`src/rtl/a0_trace_buffer.sv`:
```
// a0 change tracer: captures {a0, cycle stamp} on every a0 change into a FIFO drained over valid/ready.
// Define A0_TRACE_STAMP_EN to include the stamp counter and stamp storage; otherwise out_stamp is 0.
module a0_trace_buffer #(
    parameter int WIDTH   = 32,
    parameter int DEPTH   = 16,
    parameter int STAMP_W = 16
) (
    input  logic                     clk,
    input  logic                     rst,
    input  logic [WIDTH-1:0]         a0,
    input  logic                     en,
    input  logic                     clear,
    output logic                     out_valid,
    input  logic                     out_ready,
    output logic [WIDTH-1:0]         out_data,
    output logic [STAMP_W-1:0]       out_stamp,
    output logic [$clog2(DEPTH):0]   count,
    output logic                     overflow
);
    localparam int PTR_W = $clog2(DEPTH);
    localparam int CNT_W = PTR_W + 1;

    logic [PTR_W-1:0] rd_ptr;
    logic [PTR_W-1:0] wr_ptr;
    logic [CNT_W-1:0] cnt;
    logic             ovf;
    logic             armed;
    logic [WIDTH-1:0] prev_a0;
    logic [WIDTH-1:0] data_mem [DEPTH];

    logic capture;
    logic pop;
    logic full;
    logic push;
    logic drop;

    assign full    = (cnt == CNT_W'(DEPTH));
    assign out_valid = (cnt != '0);
    assign pop     = out_valid && out_ready;
    assign capture = en && (armed || (a0 != prev_a0));
    // A pop frees the slot at the same edge, so a full FIFO still accepts the capture.
    assign push    = capture && (!full || pop);
    assign drop    = capture && full && !pop;

    assign count    = cnt;
    assign overflow = ovf;
    assign out_data = out_valid ? data_mem[rd_ptr] : '0;

    always_ff @(posedge clk or posedge rst) begin
        if (rst) begin
            rd_ptr  <= '0;
            wr_ptr  <= '0;
            cnt     <= '0;
            ovf     <= 1'b0;
            armed   <= 1'b1;
            prev_a0 <= '0;
        end else begin
            prev_a0 <= a0;
            if (clear) begin
                rd_ptr <= '0;
                wr_ptr <= '0;
                cnt    <= '0;
                ovf    <= 1'b0;
                armed  <= 1'b1;
            end else begin
                if (en)
                    armed <= 1'b0;
                if (push)
                    wr_ptr <= wr_ptr + PTR_W'(1);
                if (pop)
                    rd_ptr <= rd_ptr + PTR_W'(1);
                if (push && !pop)
                    cnt <= cnt + CNT_W'(1);
                else if (pop && !push)
                    cnt <= cnt - CNT_W'(1);
                if (drop)
                    ovf <= 1'b1;
            end
        end
    end

    // Storage carries no reset; out_valid gates what is visible.
    always_ff @(posedge clk) begin
        if (push && !clear)
            data_mem[wr_ptr] <= a0;
    end

`ifdef A0_TRACE_STAMP_EN
    logic [STAMP_W-1:0] stamp;
    logic [STAMP_W-1:0] stamp_mem [DEPTH];

    always_ff @(posedge clk or posedge rst) begin
        if (rst)
            stamp <= '0;
        else
            stamp <= stamp + STAMP_W'(1);
    end

    always_ff @(posedge clk) begin
        if (push && !clear)
            stamp_mem[wr_ptr] <= stamp;
    end

    assign out_stamp = out_valid ? stamp_mem[rd_ptr] : '0;
`else
    assign out_stamp = '0;
`endif

endmodule
```
`config.mk`:
```
export PLATFORM = sky130hd
export DESIGN_NAME = a0_trace_buffer
export DESIGN_NICKNAME = d
export VERILOG_FILES = /design/src/rtl/a0_trace_buffer.sv
export SDC_FILE = /design/constraint.sdc
export NUM_CORES = 1
export LEC_CHECK = 0
export ABC_AREA = 1
export CAP_MARGIN = 5
export CORE_ASPECT_RATIO = 1.2
export CORE_MARGIN = 2
export CORE_UTILIZATION = 35
export CTS_CLUSTER_DIAMETER = 60
export CTS_CLUSTER_SIZE = 12
export DETAILED_ROUTE_END_ITERATION = 8
export PLACE_DENSITY = 0.62
export SLEW_MARGIN = 20
export SYNTH_ARGS = -nofsm -noshare
export SYNTH_HDL_FRONTEND = slang
export SYNTH_SLANG_ARGS = --single-unit
```
`constraint.sdc`:
```
create_clock -name clk -period 6.7 [get_ports clk]
set_input_delay 1.34 -clock clk [delete_from_list [all_inputs] [get_ports clk]]
set_output_delay 1.34 -clock clk [all_outputs]
set_load 0.05 [all_outputs]
```
* Yosys cells after proc, flatten, opt, wreduce, memory -nomap -nowiden
Memory sizes are Yosys's and may differ from the RTL's.
Index checks and enable logic that the tools add are counted.
** Storage, ports and cells
- Bits in registers :: 47
- Latch bits :: 0
- RAM bits :: 512
- Bits in read-only memories :: 0
- Bits of input ports :: 37
- Output and inout port bits :: 55
- Word-level logic and storage cells :: 47
- Memories kept :: 1
** Memory list
- data_mem :: words 16, bits a word 32, rd ports 1, clocked after Yosys merged registers in 0, wr ports 1, RTL line 29 : logic [WIDTH-1:0] data_mem [DEPTH];
** Cells by class
- Add/sub/neg operators :: 4
- Multiply operators :: 0
- Divide/modulo/power cells :: 0
- $lt $le $gt $ge :: 0
- Equal/unequal tests :: 2
- Shift operators :: 0
- Multiplexer cells :: 14
- Bitwise operators :: 0
- Reductions and logical operators :: 20
** Operator list (number)
- two-way mux 32 bit :: 1
- inequality test 32 bit :: 1
- two-way mux 4 bit :: 4
- two-way mux 5 bit :: 3
- adder 4 x 1 -> 4 bit, second input constant :: 2
- logical AND 1 bit :: 8
- nonzero test 2 bit :: 4
- two-way mux 1 bit :: 6
- adder 5 x 1 -> 5 bit, second input constant :: 1
- == test 5 bit, second input constant :: 1
- nonzero test 5 bit :: 1
- subtractor 5 x 1 -> 5 bit, second input constant :: 1
- zero test 1 bit :: 4
- nonzero test 3 bit :: 1
- logical OR 1 bit :: 2

* Longest topological paths before layout
- Word-level depth :: 9
- Gate-level depth with buffers :: 17

* Worst setup path after synthesis
OpenSTA, ideal clock, no wires.
- Path kind :: in2reg
- Start point :: in a0[26]
- End point :: mem data_mem[3][0], enable pin
- Library setup time :: 0.461 ns
- Data arrival time :: 4.320 ns
- Data required time :: 6.239 ns
- Path slack :: 1.919 ns
- Stages :: 13
- Path through :: nand2_1 > inv_1 > nor2_1 > nor2_1 > nand2_1 > nor2_1 > nand2_1 > nor2_2 > nand2_2 > nand2_4 > nor2_4 > nand2_2 > nor3_1
** On the way
- Word-level cells in the longest chain between the ends :: 7
** Ends and longest elaborated chain
- start: declaration :: RTL line 10 : input logic [WIDTH-1:0] a0,
- inequality test 32 bit :: RTL line 40 : assign capture = en && (armed || (a0 != prev_a0));
- logical OR 1 bit :: RTL line 40
- logical AND 1 bit :: RTL line 40
- logical AND 1 bit :: RTL line 42 : assign push = capture && (!full || pop);
- logical AND 1 bit :: RTL line 84 : if (push && !clear)
- two-way mux 1 bit :: RTL line 84
- two-way mux 1 bit (implied by the code) :: RTL line 85 : data_mem[wr_ptr] <= a0;
- end: declaration :: RTL line 29
No other way between the ends.

* Worst setup path in the final report
- Start point :: reg rd_ptr[1]
- End point :: out out_data[5]
** On the way
- Word-level cells in the longest chain between the ends :: 2
** Ends and longest elaborated chain
- start: declaration :: RTL line 23 : logic [PTR_W-1:0] rd_ptr;
- start signal: assignment :: RTL line 71 : rd_ptr <= rd_ptr + PTR_W'(1);
- memory (16 x 32 bit)
- two-way mux 32 bit :: RTL line 47 : assign out_data = out_valid ? data_mem[rd_ptr] : '0;
- end: declaration :: RTL line 15 : output logic [WIDTH-1:0] out_data,
No other way between the ends.

==> results_dict.tcl <==
set metrics [dict create \
    root_buffer "clkbuf_16" \
    numCtsBuffers 53 \
    clock_latency_ns 0.59 \
    mappedNetlistArea_um2 22400 \
    grt_antenna_before_repair 1 \
    status "complete, no violations" \
    routed_wl_um 56500 \
    post_cts_resized 0 \
    synthArstFlopShare_pct 8.41 \
    finalHoldViolations 0 \
    synth_top_area_share_pct 68.8 \
    io_pins 92 \
    area_growth_pct 15.0 \
    drcViolationCount 0 \
    io_buffer_count 75 \
    slowest_stage "clkdlybuf4s50_1" \
    hold_path_end "armed" \
    htree_levels 2 \
    fillerInstances 5817 \
    post-cts-setup-buffers 0 \
    worstHoldPathType "register to register" \
    arrival_ns 4.23 \
    placed_cell_area_um2 24100 \
    slew_headroom_pct 26.6 \
    power_density_nw_per_um2 373 \
    antenna_left 0 \
    rr_worst_depth 11 \
    cts.sinks 559 \
    dp_hpwl_um 29200 \
    synthesis.instances 1691 \
    setup.worst_path.class "register to output port" \
    slew_viol_final 0 \
    start_kind "register" \
    vias 14300 \
    worstHoldPathCells 2 \
    core-area_um2 63200 \
    cts_tree "done" \
    gp_congestion 0.761 \
    viasPerCell 5.45 \
    synth.distinct_cells 41 \
    yosys_most_used_dff "edfxtp_1" \
    final_core_util_pct 40.7 \
    cts.clk_slew.worst_paths_ns 0.06 \
    critPathMaxFanout 89 \
    crit_required_ns 5.36 \
    rsz0062_at_grt "false" \
    fin_setup_tns_ns 0 \
    synth_seq_cells 559 \
    setup.worst_path.start "rd_ptr[1]" \
    synth_edf_count 512 \
    drive_gt1_share_pct 8.25 \
    synth.area.top_cells "edfxtp_1 (69%), o21ai_0 (6.1%), nor2_1 (5.2%)" \
    grt_pass1_vias 14300 \
    fin_area_um2 25700 \
    holdBufCountCts 0 \
    grt_max_degree 259 \
    cp-end-kind "output port" \
    path_cells "clkinv_2 > buf_4 > o21ai_0 > o221ai_1 > nand3_1 > a21oi_1 > clkdlybuf4s50_1" \
    rr_startpoint "armed" \
    hp-start "armed" \
    track_usage_pct 16.8 \
    die_w_um 235 \
    dieArea_um2 65900 \
    leakage_nw 8.51 \
    yosysWarnings 0 \
    setup-violations-final 0 \
    fin_crit_sh_pct 83.2 \
    synth_area_per_cell_um2 13.2 \
    start_util_pct 35.4 \
    rrSetupSlack_ns 3.46 \
    firstDrtPassIters 5 \
    cts_buffer_depth 3 \
    ir_drop_v 0.000287 \
    clock-skew-final_ns 0.0176 \
    cpPeakStageDelay_ns 0.88 \
    worst_slew_pin_slew_ns 1.10 \
    wl_per_cell_um 21.5 \
    fin_crit_ns 5.57 \
    final_nets 1808 \
    rows 101 \
    r2r-end "data_mem[9][20]" \
    grt_pass1_wl_um 86100 \
    drt-initial-drc-count 1344 \
    yosysSeqAreaShare_pct 74.0 \
    overflow 0 \
    die_h_um 281 \
    fmax_mhz 179 \
    yosysTopAreaCell "edfxtp_1" \
    maxCapViolations 0 \
]
==> area by class of cell <==
type	instances	area [µm²]	share of cell area, %
Sequential cell	559	16600	64.4
Clock inverter	6	83.8	0.326
Antenna cell	1	2.50	0.00974
Clock buffer	94	1480	5.76
Inverter	59	228	0.886
Multi-Input combinational cell	962	5110	19.9
Tap cell	824	1030	4.01
Timing Repair Buffer	126	1200	4.68
==> cell usage after synthesis (all sizes together) (10+ instances only) <==
library cell	instances
a21oi	38
buf	67
clkbuf	59
dfrtp	46
edfxtp	512
inv	58
nand2	71
nand3	64
nor2	311
nor3	18
o21ai	276
o221ai	102
o22ai	28
xnor2	10
==> critical path, delay by kind of cell, from the launching register on <==
family                 cells  cell delay (ns)
buffers and inverters      3             1.64
AOI/OAI and AO/OA          3             0.90
DFF                        1             0.86
and+or+nand+nor            1             0.18
==> power breakdown <==
group / switching [mW] / internal (mW) / total, mW
Clock: 1.26 / 1.53 / 2.79
Sequential: 0.108 / 3.87 / 3.98
Combinational: 1.99 / 0.805 / 2.80
Total: 3.36 / 6.21 / 9.57
==> metal layers <==
metal / track usage, % / vias up / share of wire, %
li1: - / 6392 / -
met1: 22.2 / 7291 / 42
met2: 28.7 / 542 / 49
met3: 2.04 / 104 / 5.6
met4: 6.09 / 0 / 2.9
met5: 0 / - / 0
==> cell families (layout without fill, tap and decap cells) <==
logic type,after synthesis,after routing,synth area share [%]
other,1,17,0.0168
flip-flops,559,559,74.0
buffers and inverters,185,285,3.76
AND/OR/NAND/NOR,472,472,8.96
AO/OA/AOI/OAI,450,450,12.1
adder cells (fa/ha/maj),10,10,0.593
XOR/XNOR,14,14,0.548
==> flip-flops by register name, indices dropped and copies added (netlist names) <==
signal and flops:
count 5, armed 1, overflow 1, rd_ptr 4, data_mem 512, wr_ptr 4, prev_a0 32
==> worst max-delay path by stage <==
stage	endpoint	slack (ns)	cells after the start
2_1_floorplan	data_mem[3][0]	1.92	13
3_3_place_gp	data_mem[5][16]	1.68	14
3_5_place_dp	data_mem[5][16]	1.59	14
4_1_cts	out_data[5]	1.07	7
5_1_grt	out_data[5]	0.91	7
6_report	out_data[5]	1.13	7
==> through the flow <==
step / hold slack, ns / instances / setup WS, ns / power, mW
finish: 0.497 / 2631 / 1.13 / 9.57
global route: 0.522 / 2631 / 0.911 / 9.96
CTS: 0.501 / 2629 / 1.07 / 9.61
detailed placement: 0.481 / 2529 / 1.59 / 6.84
global placement: 0.499 / 2529 / 1.68 / 6.80
floorplan: 0.449 / 1706 / 1.92 / 5.89
==> cells in the final DEF (no fill, tap or decap), drive strengths merged, types with 10 or more instances in the layout <==
| master | count |
|---|---|
| inv | 59 |
| xnor2 | 10 |
| a21oi | 38 |
| nand3 | 64 |
| edfxtp | 512 |
| clkbuf | 94 |
| o21ai | 276 |
| nor3 | 18 |
| o22ai | 28 |
| conb | 16 |
| nor2 | 311 |
| buf | 51 |
| dfrtp | 46 |
| o221ai | 102 |
| nand2 | 71 |
| clkdlybuf4s50 | 75 |
Note: power is estimated with default switching activity, not from simulation.
